File: src/rtl/aes_block_sequencer.sv
// Cycle-level sequencer for the iterative AES engine: key expansion,
// then per-block load / Nr rounds / store handshakes. Carries no data.
module aes_block_sequencer #(
  parameter int CNT_WIDTH = 16,
  parameter int RND_WIDTH = 4
) (
  input  logic                 clk_i,
  input  logic                 rst_ni,
  input  logic                 clear_i,
  input  logic                 start_i,
  input  logic [CNT_WIDTH-1:0] nb_blocks_i,
  input  logic [1:0]           key_size_i,
  output logic                 key_exp_start_o,
  input  logic                 key_exp_done_i,
  input  logic                 in_valid_i,
  output logic                 in_ready_o,
  output logic                 eng_load_o,
  output logic                 eng_round_en_o,
  output logic [RND_WIDTH-1:0] eng_round_idx_o,
  output logic                 eng_final_o,
  output logic                 out_valid_o,
  input  logic                 out_ready_i,
  output logic [CNT_WIDTH-1:0] blk_cnt_o,
  output logic                 busy_o,
  output logic                 done_o,
  output logic                 err_o
);

  localparam logic [2:0] S_IDLE   = 3'd0;
  localparam logic [2:0] S_KEYEXP = 3'd1;
  localparam logic [2:0] S_LOAD   = 3'd2;
  localparam logic [2:0] S_ROUND  = 3'd3;
  localparam logic [2:0] S_STORE  = 3'd4;
  localparam logic [2:0] S_DONE   = 3'd5;

  logic [2:0]           state_q, state_d;
  logic [CNT_WIDTH-1:0] nb_q, nb_d;
  logic [CNT_WIDTH-1:0] cnt_q, cnt_d;
  logic [CNT_WIDTH-1:0] cnt_inc;
  logic [RND_WIDTH-1:0] nr_q, nr_d;
  logic [RND_WIDTH-1:0] rnd_q, rnd_d;
  logic [RND_WIDTH-1:0] nr_sel;
  logic                 kx_first_q, kx_first_d;
  logic                 done_q, done_d;
  logic                 err_q, err_d;
  logic                 key_ok;
  logic                 rnd_last;

  logic st_idle, st_keyexp, st_load;
  logic st_round, st_store, st_done;

  assign st_idle   = (state_q == S_IDLE);
  assign st_keyexp = (state_q == S_KEYEXP);
  assign st_load   = (state_q == S_LOAD);
  assign st_round  = (state_q == S_ROUND);
  assign st_store  = (state_q == S_STORE);
  assign st_done   = (state_q == S_DONE);

  always_comb begin
    nr_sel = '0;
    unique case (key_size_i)
      2'd0:    nr_sel = RND_WIDTH'(10);
      2'd1:    nr_sel = RND_WIDTH'(12);
      2'd2:    nr_sel = RND_WIDTH'(14);
      default: nr_sel = '0;
    endcase
  end

  assign key_ok   = (key_size_i != 2'd3);
  assign rnd_last = (rnd_q == nr_q);
  assign cnt_inc  = cnt_q + 1'b1;

  // cnt_q < nb_q holds inside a job, so cnt_inc cannot wrap
  always_comb begin
    state_d    = state_q;
    nb_d       = nb_q;
    nr_d       = nr_q;
    cnt_d      = cnt_q;
    rnd_d      = rnd_q;
    kx_first_d = 1'b0;
    done_d     = 1'b0;
    err_d      = 1'b0;
    if (clear_i) begin
      state_d = S_IDLE;
      cnt_d   = '0;
      rnd_d   = '0;
    end else begin
      unique case (1'b1)
        st_idle: begin
          if (start_i) begin
            if (!key_ok) begin
              err_d = 1'b1;
            end else if (nb_blocks_i == '0) begin
              cnt_d   = '0;
              state_d = S_DONE;
            end else begin
              nb_d       = nb_blocks_i;
              nr_d       = nr_sel;
              cnt_d      = '0;
              kx_first_d = 1'b1;
              state_d    = S_KEYEXP;
            end
          end
        end
        st_keyexp: begin
          if (key_exp_done_i) state_d = S_LOAD;
        end
        st_load: begin
          if (in_valid_i) begin
            rnd_d   = RND_WIDTH'(1);
            state_d = S_ROUND;
          end
        end
        st_round: begin
          if (rnd_last) begin
            rnd_d   = '0;
            state_d = S_STORE;
          end else begin
            rnd_d = rnd_q + 1'b1;
          end
        end
        st_store: begin
          if (out_ready_i) begin
            cnt_d   = cnt_inc;
            state_d = (cnt_inc == nb_q) ? S_DONE : S_LOAD;
          end
        end
        st_done: begin
          done_d  = 1'b1;
          state_d = S_IDLE;
        end
        default: state_d = S_IDLE;
      endcase
    end
  end

  always_ff @(posedge clk_i or negedge rst_ni) begin
    if (!rst_ni) begin
      state_q    <= S_IDLE;
      nb_q       <= '0;
      nr_q       <= '0;
      cnt_q      <= '0;
      rnd_q      <= '0;
      kx_first_q <= 1'b0;
      done_q     <= 1'b0;
      err_q      <= 1'b0;
    end else begin
      state_q    <= state_d;
      nb_q       <= nb_d;
      nr_q       <= nr_d;
      cnt_q      <= cnt_d;
      rnd_q      <= rnd_d;
      kx_first_q <= kx_first_d;
      done_q     <= done_d;
      err_q      <= err_d;
    end
  end

  assign key_exp_start_o = st_keyexp & kx_first_q;
  assign in_ready_o      = st_load;
  assign eng_load_o      = st_load & in_valid_i;
  assign eng_round_en_o  = st_round;
  assign eng_round_idx_o = st_round ? rnd_q : '0;
  assign eng_final_o     = st_round & rnd_last;
  assign out_valid_o     = st_store;
  assign blk_cnt_o       = cnt_q;
  assign busy_o          = ~st_idle;
  assign done_o          = done_q;
  assign err_o           = err_q;

endmodule

File: config.mk
export PLATFORM = sky130hd
export DESIGN_NAME = aes_block_sequencer
export DESIGN_NICKNAME = d
export VERILOG_FILES = /design/src/rtl/aes_block_sequencer.sv
export SDC_FILE = /design/constraint.sdc
export NUM_CORES = 1
export LEC_CHECK = 0
export CAP_MARGIN = 20
export CORE_MARGIN = 2
export CORE_UTILIZATION = 25
export CTS_BUF_LIST = sky130_fd_sc_hd__clkbuf_2 sky130_fd_sc_hd__clkbuf_4 sky130_fd_sc_hd__clkbuf_8
export DETAILED_ROUTE_END_ITERATION = 12
export GPL_TIMING_DRIVEN = 1
export PLACE_DENSITY = 0.49
export REMOVE_ABC_BUFFERS = 1
export SLEW_MARGIN = 25
export SYNTH_ARGS = -nofsm -noshare
export SYNTH_HDL_FRONTEND = slang
export SYNTH_SLANG_ARGS = --single-unit
export TNS_END_PERCENT = 50
File: constraint.sdc
create_clock -name clk_i -period 2.7 [get_ports clk_i]
set_clock_uncertainty 0.1 [all_clocks]
set_input_delay 0.27 -clock clk_i [delete_from_list [all_inputs] [get_ports clk_i]]
set_output_delay 0.27 -clock clk_i [all_outputs]
set_load 0.01 [all_outputs]
==> out/qor.csv <==
metric;value;unit
status;finished, final reports clean;
Placeable Area;11400;sq um
Slew Limit Fails;0;
n_diodes;0;
power density over cell area;599;nW/um^2
Slew @ Worst Pin;0.543;ns
grt met1 use;17.8;%
# H-tree levels;2;
ANT nets after route;0;
Fin. Hold Viols;0;
die footprint;12500;sq um
RSZ-0062 raised after global routing;no;
Finished Layout Cells;511;
placed insts;502;
Worst path top cell family by delay;simple AND/OR/NAND/NOR gates;
Crit. End Element;output port;
setup TNS;0;ns
Iteration-0 DRC Markers;143;
met2 usage;18.8;%
gr ovfl total;0;
DR vias/cell;4.92;
WL final;7590;microns
layer with the highest usage;met2;
number of global-route vias before repair;2331;
dpl hpwl;5890;microns
max cap viols;0;
fraction of layout cells with a size suffix above 1;13.0;%
first-pass GRT wire length;12500;microns
synth top area cells;dfrtp_1, mux2_2, o21ai_0;
total track usage;12.3;%
Resized cells post-CTS;0;
Reg clk slew, reported paths;0.09;ns
Post-synth EDFFs;0;
maximum resistive drop on vdd;0.203;mV
post-route clock period utilization;91.8;%
CP Buf/Inv Count;1;
Max Freq;403;MHz
min Tclk post-route;2.48;ns
total power;2.21;mW
area occupied by multi-input gates;1640;sq um
final setup fails;0;
worst hold slack;0.328;ns
filler cell count;1236;
grt met3 use;1.80;%
CTS tree;built;
Seq/Total Area, Yosys;38.7;%
I/O pins;54;
CP Cell Sequence;xor2_1 > or4_4 > nor2_1 > clkdlybuf4s50_1;
Post-Syn Instances;318;
Post-CTS Setup Bufs;0;
sequential standard cell area;1130;sq um
slowest CP cell;or4_4;
share of the synthesized area in the top cell type;38.7;%
CTS max path bufs;2;
Yosys reg bits;45;
Post-route DRC;0;
Primary FF master, synth;dfrtp_1;
CTS Buf Count;5;
worst skew pair latency;0.30;ns
Die Span X;112;microns
CP max stage delay;0.55;ns
CTS root buffer;clkbuf_8;
Yosys cell types;54;
area delta synth->final;26.6;%
initial antenna violation count;0;
required time of the critical path;2.33;ns
Pre-antenna DRT Iters;4;
Synth Warn #;0;
Worst Hold Class;in2async;
Die Ht;112;microns
Starting Density;25.5;%
gp weighted congestion;0.885;
Slew headroom;63.8;%
Post-CTS Hold Buffers;1;
input/output buffers;53;
commonest cells after routing, fill and taps aside;clkdlybuf4s50_1, dfrtp_1, o21ai_0, nor2_1, nand2_1;
# nets final;398;
Post-Route Utilization;32.3;%
commonest non-fill, non-tap cell in the layout;clkdlybuf4s50_1;
Post-synth ARST share;100;%
drt wl/cell;14.9;microns
largest net degree at the start of global routing;30;
total clock sinks;45;
cell taking the most area after synthesis;dfrtp_1;
crit-path max FO;5;
leak pwr;1.46;nW
type of the worst setup path;reg2out;
Crit path arrival time;2.11;ns
vias;2513;
syn avg cell area;9.16;sq um
Critical Path Start Type;flop;
Post-Syn Area;2910;sq um
row cnt;39;
-- routing by layer --
metal | wire length (microns) | up-vias
li1 | - | 1252
met1 | 3720 | 1203
met2 | 3480 | 49
met3 | 261 | 9
met4 | 123 | 0
met5 | 0 | -
-- path summary, 6_finish.rpt --
kind,cells after the start,startpoint,to,slack [ns]
max in group asynchronous,3,rst_ni,state_q[0],1.44
min reg2reg,2,nr_q[1],nr_q[1],0.41
min,2,rst_ni,nb_q[3],0.33
max reg2reg,7,blk_cnt_o[0],state_q[1],0.22
max,4,rnd_q[3],eng_final_o,0.22
min in group clk_i,2,nr_q[1],nr_q[1],0.41
-- Yosys cell counts, types with 2 or more instances --
master / number
dfrtp_1: 45
o21ai_0: 33
nor2_1: 25
nand2_1: 21
mux2_2: 17
xnor2_1: 15
clkbuf_1: 12
a21oi_1: 11
nand4_1: 10
inv_1: 9
nand3_1: 9
and3_1: 7
o31ai_1: 7
a31oi_1: 6
buf_2: 6
ha_1: 6
nor4_1: 6
xor2_1: 6
a211oi_1: 5
nand2b_1: 5
nor2b_1: 5
and4_1: 4
nand3b_1: 4
or3_1: 4
buf_4: 3
nor3_1: 3
a22o_1: 2
a311oi_1: 2
and2_1: 2
nand3_4: 2
nor3b_1: 2
nor4b_1: 2
-- registers in the layout, indices dropped and copies added (netlist names) --
register and count:
blk_cnt_o 16, nb_q 16, rnd_q 4, nr_q 3, state_q 3, done_o 1, err_o 1, kx_first_q 1
-- where the power goes --
group	internal, mW	switching (mW)	total [mW]
clock network	0.193	0.240	0.433
registers	0.835	0.191	1.03
logic	0.416	0.335	0.751
-- kinds of logic after synthesis --
family          after synthesis  share of synthesized area [%]
fa+ha+maj                     6                           2.58
simple gates                119                           24.1
buf+inv                      32                           5.03
mux                          18                           6.92
flops                        45                           38.7
xor+xnor                     21                           6.31
compound gates               77                           16.5
-- cell type report --
cell class	instances	share of cell area (%)
clock inverters	2	0.407
well taps	143	4.85
flip-flops and latches	45	30.5
repair buffers	65	16.8
clock buffers	6	2.07
multi-input cells	241	44.5
inverters	9	0.916
-- through the flow --
step	setup slack (ns)	cell area [sq um]
after floorplan	0.182	2800
after global placement	0.292	3590
after CTS	0.194	3690
after detailed placement	0.223	3590
final	0.220	3690
after global routing	0.0448	3690
Power figures use the tool's default switching activity.
